<file path="config.mk">
export PLATFORM = sky130hd
export DESIGN_NAME = pc_ctrl
export DESIGN_NICKNAME = d
export VERILOG_FILES = /design/src/rtl/pc_ctrl_pkg.sv /design/src/rtl/pc_redirect_buf.sv /design/src/rtl/pc_ctrl.sv
export SDC_FILE = /design/constraint.sdc
export NUM_CORES = 1
export LEC_CHECK = 0
export ABC_CLOCK_PERIOD_IN_PS = 5650
export BUFFER_PORTS_ARGS = -buffer_cell sky130_fd_sc_hd__buf_2
export CORE_MARGIN = 10
export CORE_UTILIZATION = 42
export DETAILED_ROUTE_END_ITERATION = 8
export GPL_TIMING_DRIVEN = 0
export HOLD_SLACK_MARGIN = 0.03
export PLACE_DENSITY = 0.75
export SLEW_MARGIN = 20
export SYNTH_ARGS = -nofsm -noshare
export SYNTH_HDL_FRONTEND = slang
export SYNTH_SLANG_ARGS = --single-unit
export TNS_END_PERCENT = 50
</file>
<file path="constraint.sdc">
create_clock -name clk -period 5.65 [get_ports clk]
set_clock_uncertainty 0.1 [all_clocks]
set_input_delay 0.2825 -clock clk [delete_from_list [all_inputs] [get_ports clk]]
set_output_delay 0.2825 -clock clk [all_outputs]
set_load 0.01 [all_outputs]
</file>
<file path="src/rtl/pc_ctrl_pkg.sv">
// Shared types and constants for the fetch sequencer: FSM state encoding,
// instruction length and the default boot/trap vectors.
package pc_ctrl_pkg;

   typedef enum logic [1:0] {
      StBoot = 2'd0,
      StRun  = 2'd1,
      StHalt = 2'd2
   } state_e;

   localparam int unsigned ILEN = 4;

   localparam logic [31:0] DefResetVector = 32'h0000_0000;
   localparam logic [31:0] DefTrapVector  = 32'h0000_0100;

   // True when an address is not on an instruction boundary.
   function automatic logic is_misaligned(input logic [31:0] addr);
      return (addr & 32'(ILEN - 1)) != 32'd0;
   endfunction

endpackage

</file>
<file path="src/rtl/pc_redirect_buf.sv">
// Holds one branch redirect that arrived while fetch was blocked; a newer
// set overwrites the held target.
module pc_redirect_buf (
   input  logic        clk,
   input  logic        rst,
   input  logic        pend_set,
   input  logic        pend_clr,
   input  logic [31:0] target,
   output logic        pend_valid,
   output logic [31:0] pend_target
);

   logic        valid_q, valid_d;
   logic [31:0] target_q, target_d;

   always_comb begin
      valid_d  = valid_q;
      target_d = target_q;
      if (pend_set) begin
         valid_d  = 1'b1;
         target_d = target;
      end else if (pend_clr) begin
         valid_d = 1'b0;
      end
   end

   always_ff @(posedge clk) begin
      if (rst) begin
         valid_q  <= 1'b0;
         target_q <= 32'd0;
      end else begin
         valid_q  <= valid_d;
         target_q <= target_d;
      end
   end

   assign pend_valid  = valid_q;
   assign pend_target = target_q;

endmodule

</file>
<file path="src/rtl/pc_ctrl.sv">
// Fetch sequencer: boots the PC, advances it on accepted fetches, holds it on
// wait states/stalls, and redirects on branches, traps and trap returns.
module pc_ctrl
   import pc_ctrl_pkg::*;
#(
   parameter logic [31:0] RESET_VECTOR = DefResetVector,
   parameter logic [31:0] TRAP_VECTOR  = DefTrapVector
) (
   input  logic        clk,
   input  logic        rst,
   input  logic [31:0] pc_in,
   output logic        pc_en,
   output logic [31:0] pc_next,
   output logic        imem_req,
   input  logic        imem_ready,
   output logic        instr_valid,
   input  logic        stall,
   input  logic        branch_taken,
   input  logic [31:0] branch_target,
   input  logic        trap_req,
   input  logic        trap_ret,
   input  logic        halt_req,
   input  logic        resume,
   output logic [31:0] epc,
   output logic        misaligned
);

   state_e      state_q, state_d;
   logic [31:0] epc_q, epc_d;
   logic        misaligned_q, misaligned_d;
   logic        go;
   logic        br_misaligned;
   logic        pend_set, pend_clr, pend_valid;
   logic [31:0] pend_target;

   assign go            = imem_ready & ~stall;
   assign br_misaligned = branch_taken & is_misaligned(branch_target);

   pc_redirect_buf u_redirect_buf (
      .clk         (clk),
      .rst         (rst),
      .pend_set    (pend_set),
      .pend_clr    (pend_clr),
      .target      (branch_target),
      .pend_valid  (pend_valid),
      .pend_target (pend_target)
   );

   always_comb begin
      state_d      = state_q;
      epc_d        = epc_q;
      misaligned_d = 1'b0;
      pend_set     = 1'b0;
      pend_clr     = 1'b0;
      pc_en        = 1'b1;
      pc_next      = pc_in;
      imem_req     = 1'b0;
      instr_valid  = 1'b0;
      unique case (state_q)
         StBoot: begin
            pc_next = RESET_VECTOR;
            state_d = StRun;
         end
         StRun: begin
            imem_req    = 1'b1;
            instr_valid = go & ~trap_req & ~trap_ret;
            if (trap_req) begin
               pc_next  = TRAP_VECTOR;
               epc_d    = pc_in;
               pend_clr = 1'b1;
            end else if (trap_ret) begin
               pc_next  = epc_q;
               pend_clr = 1'b1;
            end else if (br_misaligned) begin
               pc_next      = TRAP_VECTOR;
               epc_d        = pc_in;
               misaligned_d = 1'b1;
            end else if (go) begin
               if (branch_taken) begin
                  pc_next  = branch_target;
                  pend_clr = 1'b1;
               end else if (pend_valid) begin
                  pc_next  = pend_target;
                  pend_clr = 1'b1;
               end else begin
                  pc_en = 1'b0;
               end
            end else if (branch_taken) begin
               // Blocked: keep the PC (pc_en must stay 1) and remember the redirect.
               pend_set = 1'b1;
            end
            if (halt_req && go && !trap_req && !trap_ret) begin
               state_d = StHalt;
            end
         end
         StHalt: begin
            if (resume) begin
               state_d = StRun;
            end
         end
         default: state_d = StBoot;
      endcase
   end

   always_ff @(posedge clk) begin
      if (rst) begin
         state_q      <= StBoot;
         epc_q        <= 32'd0;
         misaligned_q <= 1'b0;
      end else begin
         state_q      <= state_d;
         epc_q        <= epc_d;
         misaligned_q <= misaligned_d;
      end
   end

   assign epc        = epc_q;
   assign misaligned = misaligned_q;

endmodule

</file>
# Word-level counts from Yosys, hierarchy flattened
# Cells that the tools add are included.
# Widths: inputs -> output; s select.
# totals
regBits	68
inputBits	73
# classes
eq_ne	5
muxes	36
n_bitwise	8
n_reduce_logical	12
# ops
cell	count
$mux 32	9
$pmux 32 s2	1
$reduce_bool 32->1	1
$mux 1	23
$ne 2x2->1 const B	3
$pmux 2 s3	1
$and 1x1->1	4
$mux 2	2
$not 1->1	4
$reduce_bool 2->1	2
$reduce_or 4->1	1
$logic_and 1x1->1	3
$reduce_and 3->1	1
$eq 2x1->1 const B	1
$eq 2x2->1 const B	1
$logic_not 1->1	2
$logic_not 2->1	1
$reduce_and 2->1	1

# Logic depth before layout (Yosys ltp)
# Gate-level depths: netlist (run 1).
# depth
word_depth	9
mapped_depth	7
depth_no_buf	4

# Modules after synthesis
# From an unflattened synthesis (run 1), not the netlist that was laid out.
# hier_totals
cells_unflattened	497
hier_area_um2	3854.9
# modules_own_cells
mod	n_inst	cells_each	area_per_inst_um2	seq_area_each_um2
pc_ctrl	1	389	2650.0	700.7
pc_redirect_buf	1	108	1204.9	660.6

# Worst setup path before layout (run 1)
# No wires, ideal clock.
# synth_path
kind	register to output
startpoint	register state_q[0]
endpoint	output port pc_next[0]
arrival_time_ps	1594
required_time_ps	5268
slack_ps	3673
stages_incl_launch_ff	5
path_cell_list	dfxtp_1 -> or4b_4 -> or4_1 -> nand3_1 -> a22o_1
# synth_between
elab_chain_cells	2
# synth_lines
item	line	rtl
start: declaration	pc_ctrl.sv:28	state_e state_q, state_d;
start signal: assignment	pc_ctrl.sv:107	state_q <= StBoot;
start signal: assignment	pc_ctrl.sv:111	state_q <= state_d;
$eq 2x1->1 / $logic_not 2->1 (equally long branches)	pc_ctrl.sv:59	unique case (state_q)
$pmux 32 s2 (*)	pc_ctrl.sv:59	
end: declaration	pc_ctrl.sv:13	output logic [31:0] pc_next,
# Every way passes the cells marked *; elsewhere a longest branch is shown, timed or not.

# Final worst setup path (run 1)
# layout_path
startpoint	register state_q[1]
endpoint	output port pc_next[26]
# Same word-level chain as after synthesis.

==> impl_metrics.yaml, run 1 <==
detailed_routing:
  drtPass1Iterations: 5
  wl_um: 14100
  vias: 3846
  ant_nets: 0
  drt_iter0_drc: 304
  routed_via_density: 5.40
  drc_errors: 0
  avgRoutedWirePerCell_um: 19.8
timing:
  rsz0062_at_grt: "no"
  period_needed_ns: 2.86
  hold_viol: 0
  max_slew_margin_pct: 51.1
  finalSetupViolations: 0
  setup_tns_ns: 0
  max_freq_ghz: 0.350
  final_max_slew_viol_count: 0
  finalCritPeriodShare_pct: 50.6
  worst_slew_pin_slew_ns: 0.733
placed_design:
  port-buffer-count: 138
  dpl_cell_area_sq_mm: 0.00483
  place_hpwl_um: 10500
  gp_congestion: 0.907
layout:
  syn2layout_area_growth_pct: 27.4
  layout-drive-gt1-share_pct: 33.8
  n_antenna_cell: 0
  multi_input_comb_area_sq_mm: 0.00243
  seq_area_sq_mm: 0.00136
  final_cell_area_sq_mm: 0.00507
  design.final.nets: 652
  fillers: 879
global_routing:
  grt_usage_pct: 19.6
  antenna_found_initial: 0
  grt_pass1_wl_um: 22000
  grt_max_degree: 13
  globalRouteOverflowTotal: 0
  grt_pass1_vias: 3895
job:
  maxCapViolations: 0
clock_tree:
  worstSkewPairLatency_ns: 0.34
  clock-root-buffer: "clkbuf_8"
  post-cts-setup-buffers: 0
  cts_buffer_depth: 2
  cts_buffers: 9
  hold_buffers: 0
  ctsResizeCount: 0
  htreeDepth: 3
  clk_pin_slew_ns: 0.08
  cts_tree: "built"
  cts.sinks: 68
pwr:
  powerDensity_mw_per_mm2: 238
  max-vdd-ir-drop_mv: 0.138
  power_leakage_nw: 2.40
critical_path:
  endpoint_kind: "output pin"
  critPathLaunchType: "register"
  cp_slowest_cell: "clkbuf_1"
  crit_cells: 6
  crit_top_cell: "clkbuf_1"
  worstSetupEndpoint: "pc_next[26]"
  r2r_cells: 5
  worstPathArrival_ns: 2.48
  crit_family: "buffers and inverters"
  worst-path-buf-inv: 3
  cp.required_ns: 5.27
  critical_path.max_fanout: 10
  slowest_delay_ns: 0.61
  cp-startpoint: "state_q[1]"
  timing.rr.end: "epc[13]"
  reg2reg_slack_ns: 3.56
  crit_chain: "clkbuf_1, nor3b_1, clkbuf_1, a22oi_1, o21ai_0, buf_2"
  r2r_start: "state_q[0]"
  crit_type: "register to output pin"
run_status:
  outcome: "finished clean"
die:
  die_y_um: 117
  ios: 141
  core_region_area_sq_mm: 0.00924
  row_count: 35
  initial_core_util_pct: 43.1
  dieArea_sq_mm: 0.0138
  die_w_um: 117
hold_path:
  worstHoldPathType: "primary input to register"
logic_synthesis:
  async_flop_share_pct: 0
  synth_ff_type: "dfxtp_1"
  ys_ff_latch: 68
  yosysMostFrequentCell: "mux2i_1"
  synth_top_area_share_pct: 34.2
  syn-cell-area_sq_mm: 0.00398
  synth_top_cell_by_area: "dfxtp_1"
  syn_avg_cell_area_sq_um: 9.26
  synth-edff-count: 0
  synthTopCellsByArea: "dfxtp_1, mux2i_1, nand2b_1"
  synth_common_cells: "mux2i_1, dfxtp_1, nand2b_1, nor2_1, o21ai_0"
  synth_fp_nets: 503
  synth_seq_area_share_pct: 34.2
  syn_inst: 430
  synth_warnings: 0
  synth.distinct_cells: 33
## kinds of logic (layout without fill, tap and decap cells)
| group | after synthesis | count (layout) | share of synthesized area [%] |
|---|---|---|---|
| mux | 121 | 121 | 31.4 |
| compound gates | 73 | 73 | 11.9 |
| buf+inv | 40 | 193 | 4.84 |
| flops | 68 | 68 | 34.2 |
| simple gates | 128 | 128 | 17.7 |
## final cells by class
type / instances / share of cell area [%]
inverter: 4 / 0.296
clock buffer: 9 / 2.44
buffer: 36 / 3.50
clock inverter: 6 / 2.25
sequential: 68 / 26.8
tap: 129 / 3.18
multi-input combinational: 322 / 47.9
timing repair buffer: 138 / 13.6
## stage by stage
stage / setup slack, ns / util, % / hold slack [ns] / total power, mW / cells
floorplan: 3.67 / - / 0.323 / 0.631 / 430
global route: 2.59 / 54.9 / 0.0841 / 1.25 / 712
finish: 2.79 / 54.9 / 0.0741 / 1.21 / 712
global placement: 3.05 / 52.3 / 0.369 / 0.715 / 697
detailed placement: 3.01 / 52.3 / 0.382 / 0.721 / 697
CTS: 2.81 / 54.9 / 0.0664 / 1.21 / 712
## worst min path at each step
stage | startpoint | end | slack, ns | cells past startpoint
global route | branch_target[15] | u_redirect_buf.pend_target[15] | 0.08 | 3
detailed placement | epc[10] | epc[10] | 0.38 | 2
floorplan | halt_req | state_q[1] | 0.32 | 2
global placement | epc[4] | epc[4] | 0.37 | 2
finish | branch_target[15] | u_redirect_buf.pend_target[15] | 0.07 | 3
CTS | branch_target[15] | u_redirect_buf.pend_target[15] | 0.07 | 3
## state kept, by name, summed over array words and instances (netlist names)
| register | cells |
|---|---|
| epc | 32 |
| misaligned | 1 |
| state_q | 2 |
| u_redirect_buf.pend_target | 32 |
| u_redirect_buf.pend_valid | 1 |
## cells in the final DEF (no fill, tap or decap)
master      count
a221oi_2        1
nor2b_1         1
o21bai_1        1
buf_6           3
nor3b_1         2
nor3_1          3
clkbuf_8        9
a22oi_1        29
nand2_1         6
a221oi_1        1
nand4_1         2
and3b_1         2
bufinv_16       3
or4_1           2
a22o_1          2
clkbuf_1       21
a31o_2          1
o2bb2ai_1       1
buf_1           4
a211o_1         1
dfxtp_1        68
inv_1           4
a21oi_1         2
nor2_1         39
buf_8           1
o21a_1          1
nand2b_1       66
nand3_1         3
mux2i_1        91
o21ai_0        32
o21ai_1         1
nand4bb_1       1
buf_2         145
or4b_4          1
clkinv_4        1
mux2_2         30
clkinvlp_4      2
## metal layers
layer / global-route usage, % / wire (um)
met1: 24.9 / 6210
met2: 32.4 / 6820
met3: 3.88 / 851
met4: 5.95 / 177
met5: 0 / 0
## worst register-to-register path, cell delays in order, from the launching register on
cell	delay (ns)
dfxtp_1	0.42
nor2b_1	0.36
o21a_1	0.18
clkbuf_1	0.30
buf_2	0.41
mux2i_1	0.25
## power by group
| part | switching, mW | leakage [nW] | internal, mW |
|---|---|---|---|
| registers | 0.0134 | 0.553 | 0.496 |
| logic | 0.111 | 1.73 | 0.0914 |
| clock network | 0.204 | 0.112 | 0.292 |
(Power assumes the default switching activity.)
==> run 2, diff against run 1 <==
--- a/config.mk
+++ b/config.mk
@@ -5,7 +5,7 @@
 export SDC_FILE = /design/constraint.sdc
 export NUM_CORES = 1
 export LEC_CHECK = 0
-export ABC_CLOCK_PERIOD_IN_PS = 5650
+export ABC_CLOCK_PERIOD_IN_PS = 2800
 export BUFFER_PORTS_ARGS = -buffer_cell sky130_fd_sc_hd__buf_2
 export CORE_MARGIN = 10
 export CORE_UTILIZATION = 42
==> constraint.sdc (replaced) <==
create_clock -name clk -period 2.8 [get_ports clk]
set_clock_uncertainty 0.1 [all_clocks]
set_input_delay 0.14 -clock clk [delete_from_list [all_inputs] [get_ports clk]]
set_output_delay 0.14 -clock clk [all_outputs]
set_load 0.01 [all_outputs]
==> impl_metrics.yaml, run 2 (same netlist as run 1, synthesis figures left out) <==
run_status:
  outcome: "finished clean"
timing:
  max_slew_margin_pct: 50.2
  finalSetupViolations: 0
  holdWs_ns: 0.0775
  period_needed_ns: 2.62
  final_max_slew_viol_count: 0
  finalCritPeriodShare_pct: 93.7
  max_freq_ghz: 0.381
  hold_viol: 0
  worst_slew_pin_slew_ns: 0.747
global_routing:
  grt_pass1_vias: 4356
  grt_pass1_wl_um: 23700
  antenna_found_initial: 0
  grt_max_degree: 13
  globalRouteOverflowTotal: 0
  grt_usage_pct: 20.9
layout:
  final_core_util_pct: 62.2
  multi_input_comb_area_sq_mm: 0.00243
  syn2layout_area_growth_pct: 44.4
  n_antenna_cell: 0
  layout_commonest_cell: "buf_2"
  fillers: 776
  final_cell_mix: "buf_2, mux2i_1, dfxtp_1, dlygate4sd3_1, nand2b_1"
  seq_area_sq_mm: 0.00136
  layout-drive-gt1-share_pct: 31.1
  design.final.nets: 719
die:
  initial_core_util_pct: 43.1
  dieArea_sq_mm: 0.0138
  die_w_um: 117
  ios: 141
  row_count: 35
  core_region_area_sq_mm: 0.00924
  die_y_um: 117
detailed_routing:
  drc_errors: 0
  wl_met1_um: 6380
  wl_um: 14800
  routed_via_density: 5.35
  drtPass1Iterations: 5
  met2WireLength_um: 7310
  ant_nets: 0
  wl_met3_um: 878
  vias: 4167
  avgRoutedWirePerCell_um: 19.0
  routed.top_layer: "met4"
  drt_iter0_drc: 330
pwr:
  power.share.clock_pct: 39.7
  max-vdd-ir-drop_mv: 0.282
  netSwitchingFraction_pct: 27.0
  switchingPower_uw: 680
  p_int_mw: 1.84
  p_seq_share_pct: 40.9
  power_leakage_nw: 2.68
  powerDensity_mw_per_mm2: 437
  combPwrFrac_pct: 19.3
critical_path:
  crit_top_cell: "buf_2"
  critical_path.max_fanout: 10
  slowest_delay_ns: 0.53
  crit_family: "buffers and inverters"
  worst-path-buf-inv: 4
  cp_slowest_cell: "dlygate4sd3_1"
  endpoint_kind: "output pin"
  cp.required_ns: 2.56
  crit_chain: "dlygate4sd3_1, buf_2, nand2b_1, nor3b_1, clkbuf_2, a22oi_1, o21ai_0, buf_2"
  worstPathArrival_ns: 2.38
  critPathLaunchType: "primary input"
  crit_type: "primary input to output pin"
clock_tree:
  clk_pin_slew_ns: 0.08
  cts.sinks: 68
  post-cts-setup-buffers: 0
  htreeDepth: 3
  cts_buffer_depth: 2
  cts_buffers: 9
  clock-root-buffer: "clkbuf_8"
  cts_tree: "built"
  worstSkewPairLatency_ns: 0.34
placed_design:
  gp_congestion: 0.907
  place_hpwl_um: 10500
  port-buffer-count: 138
job:
  maxCapViolations: 0
hold_path:
  worstHoldPathType: "primary input to register"
[run 2: changes by cell type in the layout (fill, tap and decap cells not counted), sizes merged]
| cell | previous run | this run |
|---|---|---|
| dlygate4sd3 | 0 | 67 |
[run 2: metrics by stage]
stage                     instance area [sq um]  std cells  total power [mW]  setup slack, ns  setup TNS [ns]
after global placement                     4830        697              1.44            0.488               0
after global routing                       5750        779              2.60         -0.00902         -0.0162
after detailed placement                   4830        697              1.46            0.447               0
after CTS                                  5740        779              2.52           0.0756               0
final                                      5750        779              2.52            0.177               0
after floorplan                            3980        430              1.27            0.966               0
[run 2: power groups by stage]
| stage | Combinational [mW] | Clock (mW) | Sequential, mW |
|---|---|---|---|
| final | 0.487 | 0.999 | 1.03 |
| after global routing | 0.526 | 1.04 | 1.03 |
| after CTS | 0.482 | 1.01 | 1.03 |
| after detailed placement | 0.405 | 0 | 1.05 |
| after global placement | 0.396 | 0 | 1.05 |
| after floorplan | 0.214 | 0 | 1.06 |
[run 2: final timing paths]
| check | start | endpoint | slack (ns) | cells past startpoint |
|---|---|---|---|---|
| worst max register to register | state_q[0] | state_q[1] | 0.71 | 5 |
| worst min register to register | epc[21] | epc[21] | 0.39 | 2 |
| worst min-delay path | trap_ret | misaligned | 0.08 | 3 |
| worst max-delay path | trap_req | pc_next[26] | 0.18 | 8 |
[run 2: repair_timing]
| item | 4_1_cts | 5_1_grt |
|---|---|---|
| endpoints found under the hold margin | 65 | 0 |
| gates resized for setup | 0 | 8 |
| hold buffers | 67 | 0 |
| endpoints found under the setup margin | 0 | 28 |
[run 2: layer usage]
metal / vias to the layer above / global-route usage [%]
met5: - / 0
met4: 0 / 7.67
met3: 19 / 4.65
met2: 154 / 35.3
met1: 2038 / 25.0
li1: 1956 / -
[run 2: cell type report]
cell class	count	share of cell area, %
inverter	4	0.261
sequential	68	23.7
timing repair buffer	205	23.7
clock inverter	6	1.98
tap	129	2.81
buffer	36	3.15
clock buffer	9	2.15
multi-input combinational	322	42.3
[run 2: worst reg2reg max path, delay by kind of cell, from the launching register on]
kind / cells / cell delay, ns
simple gates: 3 / 0.84
flops: 1 / 0.44
compound gates: 1 / 0.10
buf+inv: 1 / 0.55
==> run 3, diff against run 2 <==
--- a/config.mk
+++ b/config.mk
@@ -5,15 +5,15 @@
 export SDC_FILE = /design/constraint.sdc
 export NUM_CORES = 1
 export LEC_CHECK = 0
-export ABC_CLOCK_PERIOD_IN_PS = 2800
+export ABC_CLOCK_PERIOD_IN_PS = 2400
 export BUFFER_PORTS_ARGS = -buffer_cell sky130_fd_sc_hd__buf_2
 export CORE_MARGIN = 10
 export CORE_UTILIZATION = 42
 export DETAILED_ROUTE_END_ITERATION = 8
 export GPL_TIMING_DRIVEN = 0
 export HOLD_SLACK_MARGIN = 0.03
-export PLACE_DENSITY = 0.75
-export SLEW_MARGIN = 20
+export PLACE_DENSITY = 0.78
+export SLEW_MARGIN = 25
 export SYNTH_ARGS = -nofsm -noshare
 export SYNTH_HDL_FRONTEND = slang
 export SYNTH_SLANG_ARGS = --single-unit
==> constraint.sdc (replaced) <==
create_clock -name clk -period 2.4 [get_ports clk]
set_clock_uncertainty 0.1 [all_clocks]
set_input_delay 0.12 -clock clk [delete_from_list [all_inputs] [get_ports clk]]
set_output_delay 0.12 -clock clk [all_outputs]
set_load 0.01 [all_outputs]
==> impl_metrics.yaml, run 3 (same netlist as run 1, synthesis figures left out) <==
global_routing:
  grt_max_degree: 12
  antenna_found_initial: 0
  grt_pass1_vias: 4361
  grt_pass1_wl_um: 23500
  globalRouteOverflowTotal: 0
  grt_usage_pct: 20.8
critical_path:
  worst-path-buf-inv: 1
  slowest_delay_ns: 0.56
  cp_slowest_cell: "or4b_4"
  worstPathArrival_ns: 2.14
  crit_type: "register to output pin"
  crit_family: "simple AND/OR/NAND/NOR gates"
  cp.required_ns: 2.18
  critical_path.max_fanout: 5
  endpoint_kind: "output pin"
  crit_chain: "or4b_4, or4_4, nand3_1, a22o_1, buf_6"
  critPathLaunchType: "register"
clock_tree:
  clock-root-buffer: "clkbuf_8"
  cts_buffer_depth: 2
  cts.sinks: 68
  post-cts-setup-buffers: 0
  htreeDepth: 3
  clk_pin_slew_ns: 0.08
  worstSkewPairLatency_ns: 0.34
  cts_buffers: 9
  cts_tree: "built"
layout:
  fillers: 785
  multi_input_comb_area_sq_mm: 0.00244
  layout_commonest_cell: "buf_2"
  layout-drive-gt1-share_pct: 32.3
  final_cell_area_sq_mm: 0.00574
  design.final.nets: 719
  seq_area_sq_mm: 0.00137
  final_cell_mix: "buf_2, mux2i_1, dlygate4sd3_1, nand2b_1, dfxtp_1"
  syn2layout_area_growth_pct: 44.1
  n_antenna_cell: 0
detailed_routing:
  drc_errors: 0
  drtPass1Iterations: 5
  drt_iter0_drc: 297
  routed_via_density: 5.39
  vias: 4205
  ant_nets: 0
  avgRoutedWirePerCell_um: 19.3
  wl_um: 15100
timing:
  rsz0062_at_grt: "yes"
  period_needed_ns: 2.36
  hold_viol: 0
  final_max_slew_viol_count: 0
  finalCritPeriodShare_pct: 98.4
  worst_slack_ns: 0.0374
  finalSetupViolations: 0
  max_freq_ghz: 0.423
  worst_slew_pin_slew_ns: 0.757
  max_slew_margin_pct: 49.5
placed_design:
  dpl_cell_area_sq_mm: 0.00483
  pre_cts_slack_ns: 0.0921
  port-buffer-count: 138
  gp_congestion: 0.847
  place_hpwl_um: 10400
pwr:
  p_seq_share_pct: 44.7
  netSwitchingFraction_pct: 28.1
  power_leakage_nw: 2.69
  max-vdd-ir-drop_mv: 0.288
  switchingPower_uw: 754
  power.share.clock_pct: 33.9
  p_int_mw: 1.93
  powerDensity_mw_per_mm2: 469
  combPwrFrac_pct: 21.4
die:
  row_count: 35
  dieArea_sq_mm: 0.0138
  die_w_um: 117
  die_y_um: 117
  core_region_area_sq_mm: 0.00924
  ios: 141
  initial_core_util_pct: 43.1
hold_path:
  worstHoldPathType: "primary input to register"
run_status:
  outcome: "finished clean"
job:
  maxCapViolations: 0
==> run 3: timing repair <==
item	4_1_cts	5_1_grt
hold buffers	67	0
resized for setup	8	16
hold endpoints to repair	66	0
endpoints found under the setup margin	30	32
==> run 3: power by group through the flow <==
stage                     registers (mW)  logic, mW  clock network (mW)
after detailed placement            1.23      0.474                   0
after global placement              1.22      0.462                   0
after CTS                           1.20      0.565               0.926
final                               1.20      0.575               0.913
after global routing                1.21      0.618               0.982
after floorplan                     1.24      0.250                   0
==> run 3: stage by stage <==
step / instances / total power, mW / hold slack (ns) / util (%) / TNS, ns
after CTS: 780 / 2.69 / 0.195 / 61.7 / 0
after global placement: 697 / 1.68 / 0.264 / 52.3 / 0
final: 780 / 2.69 / 0.221 / 62.1 / 0
after global routing: 780 / 2.80 / 0.275 / 62.1 / -0.0134
after detailed placement: 697 / 1.70 / 0.272 / 52.3 / 0
after floorplan: 430 / 1.49 / 0.161 / - / 0
==> run 3: routing by layer <==
layer / vias up / share of wire [%] / routed length (um) / GRT usage (%)
met5: - / 0 / 0 / 0
met4: 0 / 1.9 / 284 / 6.89
met3: 24 / 7.3 / 1100 / 5.80
met2: 171 / 49 / 7370 / 35.7
met1: 2052 / 42 / 6330 / 24.2
li1: 1958 / - / - / -
==> run 3: area by class of cell <==
cell class / instances / area share [%]
Inverter: 4 / 0.262
Tap cell: 129 / 2.81
Clock inverter: 5 / 0.916
Sequential cell: 68 / 23.8
Clock buffer: 11 / 2.29
Timing Repair Buffer: 205 / 23.8
Multi-Input combinational cell: 322 / 42.6
Buffer: 36 / 3.47
==> run 3: path summary, 6_finish.rpt <==
kind	to	startpoint	slack, ns	depth (start not counted)
worst max-delay path	pc_next[1]	state_q[1]	0.04	5
worst min-delay path	misaligned	branch_target[1]	0.22	3
worst max register to register	u_redirect_buf.pend_target[22]	state_q[1]	0.41	6
worst min register to register	epc[21]	epc[21]	0.39	2
==> run 3: tightest hold or removal path: stages <==
cell and delay (ns):
buf_2 0.09, o21ai_1 0.17, nor3_1 0.23
